File: src/rtl/digipot_pkg.sv
// Shared types and constants for the digipot write scheduler.
// State encoding, pot indices and the small helpers used by the top and the arbiter.
package digipot_pkg;

    typedef enum logic [1:0] {
        IDLE  = 2'd0,
        SETUP = 2'd1,
        XFER  = 2'd2,
        GAP   = 2'd3
    } state_t;

    localparam logic [1:0] POT0     = 2'd0;
    localparam logic [1:0] POT1     = 2'd1;
    localparam logic [1:0] POT2     = 2'd2;
    localparam logic [1:0] MUX_NONE = 2'b11;

    localparam int NUM_POTS = 3;

    // Successor of a pot index, wrapping 2 -> 0.
    function automatic logic [1:0] next_pot(input logic [1:0] p);
        return (p >= POT2) ? POT0 : p + 2'd1;
    endfunction

    // Down-counter width able to hold the larger of the two phase lengths.
    function automatic int cnt_width(input int a, input int b);
        return $clog2(((a > b) ? a : b) + 1);
    endfunction

endpackage

File: src/rtl/digipot_sched_rr_arb3.sv
// Combinational 3-way round-robin picker.
// Searches last+1, last+2, last+3 (mod 3) and grants the first requester found.
module rr_arb3
    import digipot_pkg::*;
(
    input  logic [2:0] req,
    input  logic [1:0] last,
    output logic [1:0] grant_idx,
    output logic       grant_vld
);

    logic [1:0] cand;

    always_comb begin
        grant_idx = POT0;
        grant_vld = 1'b0;
        cand      = last;
        for (int k = 0; k < NUM_POTS; k++) begin
            cand = next_pot(cand);
            if (!grant_vld && req[cand]) begin
                grant_idx = cand;
                grant_vld = 1'b1;
            end
        end
    end

endmodule

File: src/rtl/digipot_sched.sv
// Scheduler in front of the three-channel digipot serial writer: keeps a shadow per pot
// and serves pending pots round-robin, one SETUP/XFER/GAP transfer at a time.
module digipot_sched
    import digipot_pkg::*;
#(
    parameter int         XFER_CYCLES = 40,
    parameter int         GAP_CYCLES  = 4,
    parameter logic [7:0] DEF_VAL     = 8'h80
) (
    input  logic       clk,
    input  logic       rst,
    input  logic       wr_en,
    input  logic [1:0] wr_sel,
    input  logic [7:0] wr_data,
    input  logic       refresh,
    output logic [1:0] mux,
    output logic       ctrl,
    output logic [7:0] dato,
    output logic       busy,
    output logic [2:0] pending,
    output logic       done,
    output logic [1:0] done_sel,
    output logic       wr_err,
    output logic [1:0] state_dbg
);

    localparam int CW = cnt_width(XFER_CYCLES, GAP_CYCLES);
    localparam logic [CW-1:0] XFER_LOAD = CW'(XFER_CYCLES - 1);
    localparam logic [CW-1:0] GAP_LOAD  = CW'(GAP_CYCLES - 1);

    state_t        state, state_nxt;
    logic [CW-1:0] cnt, cnt_nxt;
    logic [1:0]    last, last_nxt;
    logic [1:0]    mux_nxt;
    logic [7:0]    dato_nxt;
    logic [7:0]    shadow [NUM_POTS];
    logic [2:0]    clr_mask, set_mask, pending_nxt;
    logic          wr_hit;
    logic [1:0]    grant_idx;
    logic          grant_vld;

    rr_arb3 u_arb (
        .req       (pending),
        .last      (last),
        .grant_idx (grant_idx),
        .grant_vld (grant_vld)
    );

    assign wr_hit   = wr_en && (wr_sel != MUX_NONE);
    assign set_mask = {3{refresh}} | (wr_hit ? (3'b001 << wr_sel) : 3'b000);
    // Setting after clearing lets a same-cycle write keep the pot pending.
    assign pending_nxt = (pending & ~clr_mask) | set_mask;

    always_comb begin
        state_nxt = state;
        cnt_nxt   = cnt;
        last_nxt  = last;
        mux_nxt   = mux;
        dato_nxt  = dato;
        clr_mask  = 3'b000;
        case (state)
            IDLE: begin
                if (grant_vld) begin
                    state_nxt           = SETUP;
                    mux_nxt             = grant_idx;
                    dato_nxt            = shadow[grant_idx];
                    last_nxt            = grant_idx;
                    clr_mask[grant_idx] = 1'b1;
                end
            end
            SETUP: begin
                state_nxt = XFER;
                cnt_nxt   = XFER_LOAD;
            end
            XFER: begin
                if (cnt == '0) begin
                    state_nxt = GAP;
                    cnt_nxt   = GAP_LOAD;
                end else begin
                    cnt_nxt = cnt - 1'b1;
                end
            end
            GAP: begin
                if (cnt == '0) begin
                    state_nxt = IDLE;
                end else begin
                    cnt_nxt = cnt - 1'b1;
                end
            end
            default: state_nxt = IDLE;
        endcase
    end

    always_ff @(posedge clk) begin
        if (rst) begin
            state   <= IDLE;
            cnt     <= '0;
            last    <= POT2;
            mux     <= MUX_NONE;
            dato    <= 8'h00;
            pending <= 3'b000;
            wr_err  <= 1'b0;
            for (int i = 0; i < NUM_POTS; i++) begin
                shadow[i] <= DEF_VAL;
            end
        end else begin
            state   <= state_nxt;
            cnt     <= cnt_nxt;
            last    <= last_nxt;
            mux     <= mux_nxt;
            dato    <= dato_nxt;
            pending <= pending_nxt;
            wr_err  <= wr_en && (wr_sel == MUX_NONE);
            for (int i = 0; i < NUM_POTS; i++) begin
                if (wr_hit && (wr_sel == 2'(i))) begin
                    shadow[i] <= wr_data;
                end
            end
        end
    end

    assign ctrl      = (state != XFER);
    assign busy      = (state != IDLE);
    assign done      = (state == GAP) && (cnt == '0);
    assign done_sel  = done ? mux : POT0;
    assign state_dbg = state;

endmodule

File: config.mk
export PLATFORM = sky130hd
export DESIGN_NAME = digipot_sched
export DESIGN_NICKNAME = d
export VERILOG_FILES = /design/src/rtl/digipot_pkg.sv /design/src/rtl/digipot_sched_rr_arb3.sv /design/src/rtl/digipot_sched.sv
export SDC_FILE = /design/constraint.sdc
export NUM_CORES = 1
export LEC_CHECK = 0
export BUFFER_PORTS_ARGS = -buffer_cell sky130_fd_sc_hd__buf_2
export CAP_MARGIN = 25
export CORE_MARGIN = 8
export CORE_UTILIZATION = 30
export DETAILED_ROUTE_END_ITERATION = 10
export GPL_TIMING_DRIVEN = 1
export PLACE_DENSITY_LB_ADDON = 0.3
export SYNTH_ARGS = -nofsm -noshare
export SYNTH_HDL_FRONTEND = slang
export SYNTH_SLANG_ARGS = --single-unit
export TNS_END_PERCENT = 1
File: constraint.sdc
create_clock -name clk -period 1.9 [get_ports clk]
set_input_delay 0.285 -clock clk [delete_from_list [all_inputs] [get_ports clk]]
set_output_delay 0.285 -clock clk [all_outputs]
set_load 0.02 [all_outputs]
* Yosys cells after proc, flatten, opt, wreduce, memory -nomap -nowiden *
Memory sizes are Yosys's and may differ from the RTL's. A register that Yosys moved wholly into a read port is not among the register bits.
Cells that the tools add are included.

storage, ports and cells
  register bits = 16
  RAM bits = 24
  input port bits = 14
  output and inout port bits = 21
  logic and storage cells = 100
  memories = 1

memory list
  memory  words  bits a word  read ports  clocked after Yosys merged registers in  write ports  line                 RTL
  shadow  3      8            1           1                                        3            digipot_sched.sv:36  logic [7:0] shadow [NUM_POTS];

operators by class
  add/sub/neg operators = 4
  $lt $le $gt $ge = 8
  equality and inequality tests = 12
  shift operators = 1
  muxes and demuxes = 42
  bitwise gates (word level) = 7
  reductions and logical operators = 19

operator list
  operator               count
  $mux W8                3
  $mux W2                10
  $mux W1                18
  $pmux W6 S3            1
  $lt A2 B3 Y1 const B   4
  $mux W6                2
  $ne A2 B2 Y1 const B   6
  $logic_and A1 B1 Y1    9
  $mux W3                3
  $eq A2 B2 Y1 const B   4
  $pmux W2 S4            1
  $add A2 B1 Y2 const B  3
  $bmux W1 S2            3
  $ge A2 B2 Y1 const B   3
  $logic_not A6 Y1       1
  $or A3 B3 Y3           2
  $sub A6 B1 Y6 const B  1
  $eq A2 B1 Y1 const B   2
  $logic_not A2 Y1       2
  $reduce_and A2 Y1      2
  $and A3 B3 Y3          1
  $not A3 Y3             1
  $or A1 B1 Y1           3
  $reduce_and A3 Y1      1
  6 further kinds        7

* Longest topological paths before layout *
Gate-level depths: netlist of the first run.

  depth after elaboration = 20
  gate-level depth with buffers = 7

* Modules after synthesis *
A second synthesis of the first run with hierarchy kept.

second synthesis, totals
  cells, all modules = 197
  area, all modules = 2137.0 um^2

by module, submodules not included
  module         instances  cells each  area each (um^2)  sequential area each (um^2)
  digipot_sched  1          189         2087.0            1181.1
  rr_arb3        1          8           50.0              0.0

* Worst setup path before layout of the first run *
Ideal clock, no wire load.

  path type = reg2reg
  start = register state[0] (netlist: state_dbg[0])
  end = register cnt[5]
  library setup time = 132 ps
  arrival = 1722 ps
  data required time = 1768 ps
  setup slack = 46 ps
  cell stages (with the launch flop) = 8
  path buffers = 1
  path through = dfxtp_1 -> inv_1 -> ha_1 -> buf_4 -> or4_4 -> nor3_2 -> mux2i_1 -> a21oi_1

between the ends
  word-level cells in the longest chain between the ends = 3
  elaborated cells between the ends (all ways) = 7

RTL lines
  item                                                                 line                  RTL
  from (decl)                                                          digipot_sched.sv:31   state_t state, state_nxt;
  from (signal assigned)                                               digipot_sched.sv:107  state <= state_nxt;
  $eq A2 B2 Y1 / $eq A2 B1 Y1 (equally long branches)                  digipot_sched.sv:61   case (state)
  $ne A2 B2 Y1 (no line) / $reduce_bool A3 Y1 (equally long branches)  -
  $reduce_and A2 Y1 (no line)                                          -
  to (signal assigned)                                                 digipot_sched.sv:108  cnt <= cnt_nxt;
  to (decl)                                                            digipot_sched.sv:32   logic [CW-1:0] cnt, cnt_nxt;

Parallel ways exist; a longest one is shown, timed or not.
A chain may end at the register's enable or synchronous reset.

* Worst setup path after layout of the first run *
  start = register cnt[0]
  end = output port done_sel[1]

between the ends
  word-level cells in the longest chain between the ends = 3

RTL lines
  item                 line                  RTL
  $logic_not A6 Y1     digipot_sched.sv:124  assign done = (state == GAP) && (cnt == '0);
  $logic_and A1 B1 Y1  digipot_sched.sv:124
  $mux W2              digipot_sched.sv:125  assign done_sel = done ? mux : POT0;
  to (decl)            digipot_sched.sv:22   output logic [1:0] done_sel,

No other way between the ends.

==> results of run 1 <==
[critical path, delay by kind of cell, from the launching register on]
kind	cells	cell delay, ns
AND/OR/NAND/NOR	3	0.50
flip-flops	1	0.34
buffers and inverters	2	0.22
adder cells (fa/ha/maj)	1	0.15
[final cells by class]
cell class / count / area [µm²] / share of cell area (%)
clock buffer: 5 / 68.8 / 2.81
tap: 80 / 100 / 4.09
multi-input combinational: 110 / 801 / 32.7
sequential: 47 / 1180 / 48.3
inverter: 10 / 37.5 / 1.53
timing repair buffer: 42 / 235 / 9.60
clock inverter: 3 / 25.0 / 1.02
[layer usage]
| metal | global-route usage (%) | vias up |
|---|---|---|
| li1 | - | 743 |
| met2 | 15.8 | 44 |
| met1 | 11.0 | 682 |
| met3 | 2.61 | 7 |
| met4 | 3.90 | 0 |
| met5 | 0 | - |
[cells in the final DEF, fill, tap and decap left out, types with 3 or more instances in the layout]
cell      count
a21boi_1      3
a21oi_1       9
a31oi_1       3
a32oi_1       8
and2_1       11
buf_2        32
buf_4        10
clkbuf_8      5
dfxtp_1      22
edfxtp_1     24
ha_1          4
inv_1         8
mux2i_1       9
nand2_1       8
nand2b_1      3
nor2_1        7
o21ai_0       3
o22ai_1       9
o31a_1        3
or3_1         3
[through the flow]
stage	power [mW]	instance area, µm²	setup WS [ns]	hold WS (ns)
2_1_floorplan	2.23	2040	0.0463	0.404
3_3_place_gp	2.56	2320	0.155	0.482
5_1_grt	3.46	2450	-0.00188	0.232
6_report	3.23	2450	0.0986	0.242
3_5_place_dp	2.57	2320	0.142	0.490
4_1_cts	3.24	2430	0.0145	0.237
[power groups by stage]
| stage | Combinational, mW | Sequential (mW) | Clock [mW] |
|---|---|---|---|
| floorplan | 0.730 | 1.50 | 0 |
| global placement | 1.13 | 1.43 | 0 |
| detailed placement | 1.14 | 1.43 | 0 |
| CTS | 1.16 | 1.42 | 0.660 |
| global route | 1.31 | 1.45 | 0.704 |
| finish | 1.18 | 1.42 | 0.627 |
[what timing repair did]
item	CTS	global route
hold endpoints to repair	0	0
buffers inserted	0	0
setup endpoints to repair	3	2
pin swaps	0	1
resized for setup	4	5
[state kept, by name (all words and copies together), names as in the netlist]
| name | cells |
|---|---|
| state_dbg | 2 |
| shadow | 24 |
| pending | 3 |
| wr_err | 1 |
| cnt | 6 |
| dato | 8 |
| last | 1 |
| mux | 2 |
[cells by family (layout without fill, tap and decap cells)]
logic type,after synthesis,in the layout
adders and majority gates,5,5
buffers and inverters,18,60
DFF,47,47
and+or+nand+nor,46,46
muxes,9,9
AOI/OAI and AO/OA,50,50
[how the worst min path moves through the flow]
| stage | from | to | slack, ns | cells after the start |
|---|---|---|---|---|
| after floorplan | wr_sel[0] | wr_err | 0.40 | 2 |
| after global placement | last[0] | last[0] | 0.48 | 2 |
| after detailed placement | last[0] | last[0] | 0.49 | 2 |
| after CTS | refresh | pending[2] | 0.24 | 2 |
| after global routing | refresh | pending[2] | 0.23 | 2 |
| final | refresh | pending[2] | 0.24 | 2 |
==> metrics.cfg, run 1 <==
[pwr]
p_leak_nw=0.994
p_clk_share_pct=19.4
powerDensity_nw_per_um2=1320
switching_share_pct=37.1
seqPwrFrac_pct=44.0
pwr-share-comb_pct=36.6
peakVddDrop_uv=598
internal_power_mw=2.03
p_sw_mw=1.20

[yosys]
synth_edf_count=24
synth-seq-cells=47
synthMuxAreaShare_pct=4.42
synth_cells=175
ys_types=43
synthSimpleGateAreaFrac_pct=13.0
synth_fa_ha_area_share_pct=3.07
synthesis.area_um2=2040
synth_compound_area_share_pct=17.6
synth.area.top_cells=edfxtp_1 35%, dfxtp_1 23%, mux2i_1 4.4%
ys.flop_type=edfxtp_1
synth_top_area_cell=edfxtp_1
synth-async-reset-ratio_pct=0
synth_top_family_by_area=compound AO/OA/AOI/OAI gates
syn_area_per_cell_um2=11.6
postSynthNetCount=194
synthTopCellsByCount=24 x edfxtp_1, 23 x dfxtp_1, 11 x and2_1
yosys.area_share.xor_xnor_pct=0
synth_seq_area_share_pct=57.9
yosysMostFrequentCell=edfxtp_1
synth.top_cell.area_share_pct=35.4
synth_warnings=0

[hold_path]
hold_class=in -> reg

[die]
die_y_um=98.4
ios=35
die_area_um2=9690
die-width_um=98.4
initial_core_util_pct=30.5
num_rows=30
design.core.area_um2=6680

[grt]
grt_first_pass_wirelength_um=7140
antenna_found_initial=0
overflow=0
grt_pass1_vias=1420
grtUsageTotal_pct=9.39
grt_max_degree=21

[drt]
dr_wl_met3_um=244
drt_iter0_markers=69
antenna_left=0
routed_wl_um=4450
route.detailed.drc=0
viasPerCell=4.97
via_count=1476
wl_met2_um=2170
avgRoutedWirePerCell_um=15.0
highest-signal-layer=met4
drt-met1-wl_um=1980
firstDrtPassIters=4

[sta]
period_needed_ns=1.80
period_share_pct=94.8
timing.final.hold_violations=0
drv_slew=0
worst-slew-pin-transition_ns=0.648
fin_setup_tns_ns=0
fmax_mhz=555
fin_skew_ns=0.00940
relSlewSlack_pct=56.5
finalSetupViolCount=0

[clocking]
cts_buffers=5
cts.sinks=47
insertion_delay_ns=0.30
ctsHoldBuffers=0
cts_buffer_depth=2
htree_levels=2
clk_pin_slew_worst_paths_ns=0.09
cts_tree=built
root_buffer=clkbuf_8

[worst_setup_path]
path_cells=inv_1, ha_4, nor2b_4, and3_4, and2_1, buf_4
reg2reg_to=cnt[5]
slowest_delay_ns=0.34
endpoint_kind=output port
startpoint_type=flip-flop
regToRegSetupSlack_ns=0.15
path_class=reg -> out
critical_path_required_ns=1.62
crit_path_end=done_sel[1]
crit_fanout=5
reg2reg_from=state_dbg[0]
critPathArrivalTime_ns=1.52
r2r_cells=6
slowest_stage=dfxtp_2
startpoint=cnt[0]

[layout]
utilization_pct=36.7
final_nets=235
areaGrowthSynthToFinish_pct=20.2
fill_cells=669
stdcell_count=297
drive_gt1_share_pct=29.0
antenna_cells=0

[placement]
place.port_buffers=34
dp_cells=289
gp_congestion=0.759
dp_hpwl_um=3180

[flow_run]
cap_violations=0

[status]
status=finished clean

Note: power is estimated with default switching activity, not from simulation.
==> run 2, diff against run 1 <==
REMOVE_ABC_BUFFERS = 1   (was default)
==> run 2 against run 1 <==
Net effect:
- final cell count increased by 1.7%
- die area stayed put
- critical path depth unchanged
- sequential cell count unchanged
- critical path type unchanged
==> metrics.cfg, run 2 (synthesis gave the netlist of run 1 again) <==
[worst_setup_path]
worst_path_dominant_cell_family=simple AND/OR/NAND/NOR gates
path_class=reg -> out
cp_num_buf_inv=2  ; unchanged
crit_fanout=5  ; unchanged
slowest_delay_ns=0.37  ; +0.03 ns
reg2reg_to=dato[7]
regToRegSetupSlack_ns=0.14  ; about the same
slowest_stage=dfxtp_2
critPathArrivalTime_ns=1.53  ; about the same
endpoint_kind=output port
reg2reg_from=pending[0]
r2r_cells=4  ; -2
critical_path_required_ns=1.62  ; about the same
path_cells=inv_1, ha_2, nor2b_4, and3_4, and2_1, buf_4
startpoint_type=flip-flop

[layout]
regArea_um2=1180  ; +0.11%
areaGrowthSynthToFinish_pct=21.9
stdcell_count=302  ; +1.7%
largest_register_ffs=24  ; unchanged
final_cell_mix=32 x buf_2, 24 x edfxtp_1, 21 x dfxtp_1
utilization_pct=37.2  ; +0.51 points
final_nets=240  ; +2.1%
multi_input_area_um2=793  ; -0.94%
final_area_um2=2480  ; +1.4%
reg_top3=shadow: 24 flops, dato: 8 flops, cnt: 6 flops
regMostFlops=shadow
drive_gt1_share_pct=31.1  ; +2.0 points
fill_cells=665  ; -0.60%
antenna_cells=0  ; unchanged
final_common_cell=buf_2

[clocking]
cts_tree=built
cts_buffer_depth=2  ; unchanged
clk_pin_slew_worst_paths_ns=0.10  ; about the same
cts.sinks=47  ; unchanged
cts_buffers=5  ; unchanged
htree_levels=2  ; unchanged
insertion_delay_ns=0.31  ; about the same
root_buffer=clkbuf_8
ctsHoldBuffers=0  ; unchanged

[grt]
grtUsageTotal_pct=9.88  ; +0.49 points
grt_pass1_vias=1571  ; +11%
overflow=0  ; unchanged
grt_max_degree=18  ; -14%
grt_first_pass_wirelength_um=7590  ; +6.3%
antenna_found_initial=0  ; unchanged

[sta]
fmax_mhz=550  ; -0.94%
finalSetupViolCount=0  ; unchanged
period_share_pct=95.7  ; +0.90 points
drv_slew=0  ; unchanged
period_needed_ns=1.82  ; +0.0170 ns
relSlewSlack_pct=33.3  ; -23 points
timing.final.hold_violations=0  ; unchanged
worst-slew-pin-transition_ns=0.992  ; +0.344 ns
fin_setup_tns_ns=0  ; unchanged
fin_skew_ns=0.00714  ; -0.00227 ns
rsz0062_at_grt=no

[flow_run]
cap_violations=0  ; unchanged

[drt]
firstDrtPassIters=4  ; unchanged
drt_iter0_markers=40  ; -42%
routed_wl_um=4600  ; +3.3%
via_count=1508  ; +2.2%
viasPerCell=4.99  ; +0.48%
avgRoutedWirePerCell_um=15.2  ; +1.5%
route.detailed.drc=0  ; unchanged
antenna_left=0  ; unchanged

[die]
die_area_um2=9690  ; unchanged
ios=35  ; unchanged
design.core.area_um2=6680  ; unchanged
die_y_um=98.4  ; unchanged
num_rows=30  ; unchanged
initial_core_util_pct=30.5  ; unchanged
die-width_um=98.4  ; unchanged

[placement]
place.port_buffers=34  ; unchanged
dp_cells=293  ; +1.4%
dp_hpwl_um=3230  ; +1.4%
place_area_um2=2350  ; +1.3%
gp_congestion=0.789  ; +4.1%

[hold_path]
hold_class=in -> reg
hold_start=wr_sel[1]
min_path_cells=3  ; +1
whs_endpoint=wr_err

[pwr]
peakVddDrop_uv=581  ; -2.8%
p_leak_nw=1.02  ; +2.4%
powerDensity_nw_per_um2=1320  ; +0.27%

[status]
status=finished clean

run 2: cell count changes in the layout (fill, tap and decap cells not counted):
| cell | before | now |
|---|---|---|
| buf_4 | 10 | 15 |
| ha_2 | 0 | 2 |
| dfxtp_1 | 22 | 21 |
| dfxtp_2 | 1 | 2 |
| ha_1 | 4 | 3 |
| ha_4 | 1 | 0 |
| inv_1 | 8 | 9 |
| inv_2 | 2 | 1 |
| inv_6 | 2 | 1 |
| inv_8 | 0 | 1 |
run 2: area by class of cell:
cell class                      count  share of cell area (%)
Clock buffer                        5                    2.77
Tap cell                           80                    4.03
Timing Repair Buffer               47                    11.0
Sequential cell                    47                    47.7
Inverter                           10                    1.51
Multi-Input combinational cell    110                    31.9
Clock inverter                      3                    1.11
run 2: repair_timing:
item	4_1_cts	5_1_grt
endpoints found under the setup margin	3	3
pin swaps	0	0
resized for setup	5	4
setup buffers	0	1
run 2: report_power, final:
part	total (mW)	internal, mW	leakage [nW]	switching, mW
logic	1.21	0.512	0.544	0.699
registers	1.41	1.27	0.427	0.142
clock network	0.659	0.273	0.0467	0.385
run 2: how the worst max path moves through the flow:
stage / start / endpoint / slack (ns) / depth (start not counted)
floorplan: pending[2] / dato[0] / 0.08 / 4
global placement: cnt[0] / done_sel[0] / 0.18 / 6
detailed placement: state_dbg[0] / cnt[5] / 0.16 / 6
CTS: cnt[0] / done_sel[0] / 0.01 / 6
global route: cnt[0] / done_sel[0] / 0.006 / 6
finish: cnt[0] / done_sel[0] / 0.08 / 6
run 2: layer usage:
metal  global-route usage, %  wire [µm]
met1                    11.7       2090
met2                    16.5       2230
met3                    2.82        209
met4                    3.90         69
met5                       0          0
run 2: per-stage QoR:
step	setup slack, ns	hold slack, ns	total power [mW]
6_report	0.0816	0.232	3.28
3_3_place_gp	0.183	0.480	2.59
2_1_floorplan	0.0772	0.354	2.19
4_1_cts	0.0140	0.226	3.28
3_5_place_dp	0.163	0.494	2.59
5_1_grt	0.00576	0.229	3.51
run 2: worst min-delay path, cell delays in order:
cell and delay (ns):
buf_2 0.12, nand2_1 0.06, nor2_1 0.04
==> run 3, diff against run 2 <==
PLACE_DENSITY = 0.51   (was default)
PLACE_DENSITY_LB_ADDON = default   (was 0.3)
==> run 3 against run 2 <==
Net effect:
- die area unchanged
- non-clock buffer count shrank 1
- combinational power hardly changed
- critical path depth is the same
- count of clock-buffer cells in the layout unchanged
- global-route usage grew 0.48 points
- cell area up 0.25%
- clock power fell by 2%
- setup slack gained 0.0019 ns
- first-iteration DRC count rose by 100%
- worst hold slack improved by 0.0030 ns
- power rose by 0.53%
- highest routed layer unchanged
==> metrics.cfg, run 3 (synthesis gave the netlist of run 1 again) <==
[grt]
overflow=0  ; unchanged
antenna_found_initial=0  ; unchanged
grt_max_degree=18  ; unchanged
grt_first_pass_wirelength_um=8140  ; +7.2%
grt_pass1_vias=1617  ; +2.9%
grtUsageTotal_pct=10.4  ; +0.48 points

[pwr]
p_leak_nw=1.02  ; about the same
powerDensity_nw_per_um2=1320  ; +0.28%
peakVddDrop_uv=529  ; -8.9%
report.power.total_mw=3.30  ; +0.53%

[die]
num_rows=30  ; unchanged
ios=35  ; unchanged
design.core.area_um2=6680  ; unchanged
die_y_um=98.4  ; unchanged
die-width_um=98.4  ; unchanged
initial_core_util_pct=30.5  ; unchanged
die_area_um2=9690  ; unchanged

[worst_setup_path]
startpoint_type=flip-flop
critPathArrivalTime_ns=1.53  ; about the same
crit_fanout=5  ; unchanged
cp_num_buf_inv=2  ; unchanged
slowest_stage=dfxtp_2
slowest_delay_ns=0.34  ; -0.03 ns
worst_path_dominant_cell_family=simple AND/OR/NAND/NOR gates
path_class=reg -> out
endpoint_kind=output port
path_cells=inv_1, ha_2, nor2b_4, and3_4, and2_1, buf_4
critical_path_required_ns=1.62  ; about the same

[drt]
drt_iter0_markers=80  ; +100%
route.detailed.drc=0  ; unchanged
firstDrtPassIters=4  ; unchanged
avgRoutedWirePerCell_um=15.8  ; +3.8%
antenna_left=0  ; unchanged
via_count=1503  ; -0.33%
viasPerCell=4.99  ; about the same
routed_wl_um=4760  ; +3.4%

[flow_run]
cap_violations=0  ; unchanged

[placement]
gp_congestion=0.761  ; -3.6%
dp_hpwl_um=3350  ; +3.7%
pre_cts_ws_ns=0.149  ; -0.0144 ns
place.port_buffers=34  ; unchanged

[clocking]
cts.sinks=47  ; unchanged
htree_levels=2  ; unchanged
ctsHoldBuffers=0  ; unchanged
insertion_delay_ns=0.30  ; about the same
cts_buffers=5  ; unchanged
cts_tree=built
clk_pin_slew_worst_paths_ns=0.10  ; about the same
root_buffer=clkbuf_8
cts_buffer_depth=2  ; unchanged

[hold_path]
hold_class=in -> reg

[layout]
reg_top3=shadow: 24 flops, dato: 8 flops, cnt: 6 flops
regMostFlops=shadow
utilization_pct=37.3  ; +0.094 points
largest_register_ffs=24  ; unchanged
drive_gt1_share_pct=30.8  ; -0.31 points
antenna_cells=0  ; unchanged
areaGrowthSynthToFinish_pct=22.2
final_common_cell=buf_2
final_nets=239  ; -0.42%
fill_cells=687  ; +3.3%
final_cell_mix=32 x buf_2, 24 x edfxtp_1, 22 x dfxtp_1

[sta]
fmax_mhz=550  ; +0.10%
setup_ws_ns=0.0835  ; +0.00189 ns
relSlewSlack_pct=59.5  ; +26 points
fin_skew_ns=0.00616  ; -0.000974 ns
drv_slew=0  ; unchanged
finalSetupViolCount=0  ; unchanged
rsz0062_at_grt=yes
worst-slew-pin-transition_ns=0.603  ; -0.388 ns
hold_ws_ns=0.235  ; +0.00296 ns
period_needed_ns=1.82  ; -0.00189 ns
period_share_pct=95.6  ; -0.10 points
fin_setup_tns_ns=0  ; unchanged
timing.final.hold_violations=0  ; unchanged

[status]
status=finished clean

==> run 3: cell types whose count changed in the layout (fill, tap and decap cells not counted), sizes merged <==
| cell | change |
|---|---|
| buf | -1 |
==> run 3: where the power goes <==
| group | internal (mW) | leakage [nW] | switching, mW |
|---|---|---|---|
| clock | 0.273 | 0.0467 | 0.373 |
| combinational | 0.522 | 0.543 | 0.711 |
| sequential | 1.27 | 0.427 | 0.152 |
| total | 2.06 | 1.02 | 1.24 |
==> run 3: stage by stage <==
stage          cells  instance area (µm²)
3_5_place_dp     292                 2350
4_1_cts          300                 2460
6_report         301                 2490
2_1_floorplan    167                 1990
5_1_grt          301                 2490
3_3_place_gp     292                 2350
==> run 3: repair_timing <==
action                     in CTS  in global routing
setup buffers                   0                  1
setup endpoints to repair       3                 10
gates resized for setup         5                  6
hold endpoints to repair        0                  0
==> run 3: cell type report <==
class	instances	area (µm²)	area share (%)
flip-flops and latches	47	1180	47.5
inverters	10	37.5	1.51
multi-input cells	110	805	32.3
repair buffers	46	269	10.8
clock inverters	3	27.5	1.11
well taps	80	100	4.02
clock buffers	5	68.8	2.76
==> run 3: worst paths after layout <==
kind | start | slack (ns) | cells past startpoint | to
setup / recovery | cnt[0] | 0.08 | 6 | done_sel[0]
hold / removal | refresh | 0.24 | 2 | pending[0]
setup reg to reg | state_dbg[0] | 0.19 | 6 | cnt[5]
hold reg to reg | cnt[0] | 0.46 | 1 | cnt[0]
==> run 3: per-layer routing <==
| layer | wire length, µm | share of wire (%) | GRT usage (%) | vias up |
|---|---|---|---|---|
| met5 | 0 | 0 | 0 | - |
| met4 | 26 | 0.55 | 2.60 | 0 |
| met3 | 169 | 3.6 | 2.75 | 2 |
| met2 | 2320 | 49 | 17.4 | 28 |
| met1 | 2250 | 47 | 12.8 | 727 |
| li1 | - | - | - | 746 |
